## src/rtl/apb_arbiter.sv

```systemverilog
// Round-robin arbiter sharing one APB completer between NUM_MASTERS requesters.
// Optional access-phase watchdog: define APB_ARB_TIMEOUT_EN (limit TIMEOUT_CYCLES).
module apb_arbiter #(
  parameter int unsigned NUM_MASTERS    = 2,
  parameter int unsigned ADDR_W         = 32,
  parameter int unsigned DATA_W         = 32,
  parameter int unsigned TIMEOUT_CYCLES = 256
) (
  input  logic                          clk,
  input  logic                          rst_n,
  input  logic [NUM_MASTERS-1:0]        m_psel,
  input  logic [NUM_MASTERS-1:0]        m_penable,
  input  logic [NUM_MASTERS-1:0]        m_pwrite,
  input  logic [NUM_MASTERS*ADDR_W-1:0] m_paddr,
  input  logic [NUM_MASTERS*DATA_W-1:0] m_pwdata,
  output logic [NUM_MASTERS-1:0]        m_pready,
  output logic [DATA_W-1:0]             m_prdata,
  output logic                          m_pslverr,
  output logic                          s_psel,
  output logic                          s_penable,
  output logic                          s_pwrite,
  output logic [ADDR_W-1:0]             s_paddr,
  output logic [DATA_W-1:0]             s_pwdata,
  input  logic                          s_pready,
  input  logic [DATA_W-1:0]             s_prdata,
  input  logic                          s_pslverr
);

  localparam int unsigned IW = $clog2(NUM_MASTERS);

  typedef enum logic [1:0] {IDLE, SETUP, ACCESS, RESP} state_t;

  state_t        state;
  logic [IW-1:0] last_grant;
  logic [IW-1:0] pick;
  logic [IW-1:0] idx;
  logic          found;
  logic          unused_ok;

`ifdef APB_ARB_TIMEOUT_EN
  localparam int unsigned CW = $clog2(TIMEOUT_CYCLES + 1);
  logic [CW-1:0] tcnt;
  assign unused_ok = ^m_penable;
`else
  assign unused_ok = ^{m_penable, TIMEOUT_CYCLES[0]};
`endif

  // First requester found searching upward from last_grant+1, wrapping.
  always_comb begin
    found = 1'b0;
    pick  = '0;
    idx   = '0;
    for (int unsigned i = 1; i <= NUM_MASTERS; i++) begin
      idx = IW'((32'(last_grant) + i) % NUM_MASTERS);
      if (!found && m_psel[idx]) begin
        found = 1'b1;
        pick  = idx;
      end
    end
  end

  always_ff @(posedge clk or negedge rst_n) begin
    if (!rst_n) begin
      state      <= IDLE;
      last_grant <= IW'(NUM_MASTERS - 1);
      s_psel     <= 1'b0;
      s_penable  <= 1'b0;
      s_pwrite   <= 1'b0;
      s_paddr    <= '0;
      s_pwdata   <= '0;
      m_pready   <= '0;
      m_prdata   <= '0;
      m_pslverr  <= 1'b0;
`ifdef APB_ARB_TIMEOUT_EN
      tcnt       <= '0;
`endif
    end else begin
      case (state)
        IDLE: begin
          if (found) begin
            last_grant <= pick;
            s_psel     <= 1'b1;
            s_penable  <= 1'b0;
            s_pwrite   <= m_pwrite[pick];
            s_paddr    <= m_paddr[pick*ADDR_W +: ADDR_W];
            s_pwdata   <= m_pwdata[pick*DATA_W +: DATA_W];
            state      <= SETUP;
          end
        end
        SETUP: begin
          s_penable <= 1'b1;
`ifdef APB_ARB_TIMEOUT_EN
          tcnt      <= '0;
`endif
          state     <= ACCESS;
        end
        ACCESS: begin
          if (s_pready) begin
            s_psel               <= 1'b0;
            s_penable            <= 1'b0;
            m_pready[last_grant] <= 1'b1;
            m_prdata             <= s_prdata;
            m_pslverr            <= s_pslverr;
            state                <= RESP;
          end
`ifdef APB_ARB_TIMEOUT_EN
          else if (tcnt + 1'b1 == CW'(TIMEOUT_CYCLES)) begin
            s_psel               <= 1'b0;
            s_penable            <= 1'b0;
            m_pready[last_grant] <= 1'b1;
            m_prdata             <= '0;
            m_pslverr            <= 1'b1;
            state                <= RESP;
          end else begin
            tcnt <= tcnt + 1'b1;
          end
`endif
        end
        RESP: begin
          m_pready  <= '0;
          m_pslverr <= 1'b0;
          state     <= IDLE;
        end
        default: state <= IDLE;
      endcase
    end
  end

endmodule

```

## config.mk

```make
export PLATFORM = sky130hd
export DESIGN_NAME = apb_arbiter
export DESIGN_NICKNAME = d
export VERILOG_FILES = /design/src/rtl/apb_arbiter.sv
export SDC_FILE = /design/constraint.sdc
export NUM_CORES = 1
export LEC_CHECK = 0
export BUFFER_PORTS_ARGS = -buffer_cell sky130_fd_sc_hd__buf_4
export CORE_AREA = 5 5 125 127
export DETAILED_ROUTE_END_ITERATION = 8
export DIE_AREA = 0 0 130 132
export GPL_TIMING_DRIVEN = 1
export HOLD_SLACK_MARGIN = 0.05
export PLACE_DENSITY = 0.71
export SYNTH_ARGS = -nofsm -noshare
export SYNTH_HDL_FRONTEND = slang
export SYNTH_SLANG_ARGS = --single-unit
```

## constraint.sdc

```tcl
create_clock -name clk -period 2.1 [get_ports clk]
set_input_delay 0.315 -clock clk [delete_from_list [all_inputs] [get_ports clk]]
set_output_delay 0.315 -clock clk [all_outputs]
set_load 0.005 [all_outputs]
```

==> impl_results.md <==
- CTS Buf Count: 9
- Clk_lat worst skew: 0.34 ns
- Fraction of layout cells with a size suffix above 1: 0.455
- Crit path max fanout: 5
- Max incr delay on CP: 0.42 ns
- Core Area: 0.0143 mm²
- R2R cell count: 5
- Storage element area: 0.00263 mm²
- DP Area: 0.00677 mm²
- Iteration-0 DRC Markers: 244
- Most instantiated library cell after synthesis: nand2_1
- Post-synthesis sequential area ratio: 0.566
- CTS H-tree lvls: 3
- Critical Path AT: 1.87 ns
- P_leak: 3.44 nW
- Die footprint: 0.0172 mm²
- Clock skew: 0.00895 ns
- Syn_nets: 642
- Initial core utilization: 0.325
- Post-CTS sizing: 0
- Dominant synthesized flop cell: dfrtp_1
- Chip Height: 132 µm
- Synthesized area per cell: 9.95 µm²
- Post-DRT Antenna Nets: 0
- Netlist cell types: 24
- Asr flop ratio synth: 1.00
- Most instantiated cells after synthesis: nand2_1 (132), dfrtp_1 (104), nor2_1 (69)
- # diodes: 0
- Clock Path Buffers: 2
- Cell area after layout: 0.00707 mm²
- HP Class: input port to asynchronous set/reset pin
- Gr usage total: 0.154
- Area occupied by multi-input gates: 0.00175 mm²
- Ports: 272
- #FFs+latches synth: 105
- Drt drc: 0
- RSZ-0062 raised after global routing: false
- Top post-synthesis cells by area: dfrtp_1 (56%), nand2_1 (11%), a31oi_1 (8.9%), mux2_2 (8.2%), nor2_1 (5.6%)
- Crit-path cells: inv_1 -> ha_1 -> nor3b_1 -> nor2_1 -> mux2_2
- # setup viols final: 0
- EDFF count, synth: 0
- Worst r2r src: state[1]$_DFFE_PN0P_
- Max Slew Vio Count: 0
- Area grow syn2layout: 52.1%
- Final Cycle Share: 0.777
- Hold buffers post-CTS: 0
- Worst r2r dst: state[1]$_DFFE_PN0P_
- FF-to-FF setup slack: 0.47 ns
- Vias per cell: 4.62
- I/O Buffers: 269
- WP data required: 2.33 ns
- Die Wd: 130 µm
- Site Rows: 44
- Reg clk slew, reported paths: 0.08 ns
- Nets: 898
- Clk root buf: clkbuf_16
- Pin count of the biggest net entering global routing: 106
- Crit path launch type: register
- Post-DP HPWL: 10600 µm
- Post-synth top area cell: dfrtp_1
- Status: finished clean
- Cell area power density: 1360 mW/mm²
- Via count: 4213
- Final hold violations: 0
- Global-route wire length before repair: 21000 µm
- Setup Fix Bufs, Post-CTS: 0
- Fillers: 1414
- Post-Synthesis Cells: 467
- Number of global-route vias before repair: 4018
- Detailed Route WL: 14000 µm
- Clock sinks: 105
- Peak VDD IR: 0.000623 V
- Yosys warns: 0
- Mapped cell area: 0.00465 mm²
- MaxCap Viol Count: 0
- Total gr overflow: 0
- CTS tree: yes
- Worst Tran Pin Value: 0.562 ns
- Antenna violations before repair: 0
- RD Place Congestion: 0.785
- Setup TNS Final: 0 ns
- Drt wl/cell: 15.4 µm
- Slew headroom: 0.625
- Crit-path slowest cell: dfrtp_1
- FMAX: 613 MHz
- Crit. End Element: register
- Post-synth top area share: 0.560
- Drt pass-1 iters: 4
- Minimum clock period: 1.63 ns
- Critical path class: register to register
==> worst max-delay path: cells and delay by family, from the launching register on <==
| family | cells | cell delay (ns) |
|---|---|---|
| DFF | 1 | 0.42 |
| adders and majority gates | 1 | 0.25 |
| and+or+nand+nor | 2 | 0.46 |
| muxes | 1 | 0.28 |
| buffers and inverters | 1 | 0.12 |
==> state kept, by name, indices dropped and copies added, names as in the netlist, named ones only <==
register	flops
m_pslverr	1
m_pready	2
state	2
s_psel	1
s_pwdata	32
s_paddr	32
s_penable	1
m_prdata	32
s_pwrite	1
==> how the worst max path moves through the flow <==
stage | cells past startpoint | slack, ns | from | endpoint
after floorplan | 5 | 0.61 | state[0]$_DFFE_PN0P_ | m_prdata[0]$_DFFE_PN0P_
after global placement | 5 | 0.48 | state[1]$_DFFE_PN0P_ | state[1]$_DFFE_PN0P_
after detailed placement | 5 | 0.46 | state[1]$_DFFE_PN0P_ | state[1]$_DFFE_PN0P_
after CTS | 5 | 0.45 | state[1]$_DFFE_PN0P_ | state[1]$_DFFE_PN0P_
after global routing | 5 | 0.33 | state[0]$_DFFE_PN0P_ | state[1]$_DFFE_PN0P_
final | 5 | 0.47 | state[1]$_DFFE_PN0P_ | state[1]$_DFFE_PN0P_
==> metrics by stage <==
| step | utilization | hold slack, ns | setup WS (ns) | total power [mW] | std cells |
|---|---|---|---|---|---|
| global placement | 0.473 | 0.441 | 0.482 | 7.91 | 896 |
| detailed placement | 0.473 | 0.442 | 0.458 | 8.02 | 896 |
| global route | 0.494 | 0.0842 | 0.327 | 10.3 | 912 |
| CTS | 0.494 | 0.0576 | 0.455 | 9.76 | 912 |
| finish | 0.494 | 0.0415 | 0.468 | 9.58 | 912 |
| floorplan | - | 0.0194 | 0.609 | 5.73 | 467 |
==> final cells by class <==
class,count,share of cell area
Sequential cell,105,0.372
Timing Repair Buffer,277,0.301
Multi-Input combinational cell,323,0.248
Tap cell,184,0.0326
Clock buffer,9,0.0319
Clock inverter,7,0.0108
Inverter,7,0.00372
==> cells in the final DEF, fill, tap and decap left out <==
master and n:
clkinvlp_4 2, clkinv_2 1, dfrtp_1 104, buf_4 273, o22ai_1 2, ha_1 5
nor3_1 1, o21a_4 1, a31oi_1 66, clkbuf_16 9, a21boi_4 1, clkinv_4 1
o21ai_0 2, a22oi_1 2, dfstp_2 1, nor2b_1 2, a22o_1 2, nor2_1 69
buf_12 4, nor3b_1 1, inv_6 2, nand2_1 132, mux2_2 34, bufinv_16 1
mux2i_1 1, a21oi_1 1, inv_1 7, a21bo_2 1
==> kinds of logic after synthesis <==
family	count (synthesis)	synth area share
flip-flops	105	0.566
multiplexers	35	0.0845
buffers and inverters	39	0.0606
adder cells (fa/ha/maj)	5	0.0135
AND/OR/NAND/NOR	205	0.168
AO/OA/AOI/OAI	78	0.108
==> power breakdown <==
part           internal (mW)  switching, mW
Combinational           2.40           1.86
Sequential              3.06          0.543
Clock                  0.934          0.780
==> routing by layer <==
layer,global-route usage,part of all wire,vias up
li1,-,-,2082
met1,0.183,0.40,1943
met2,0.260,0.48,171
met3,0.0511,0.11,17
met4,0.0479,0.017,0
met5,0,0,-
Power figures use the tool's default switching activity.
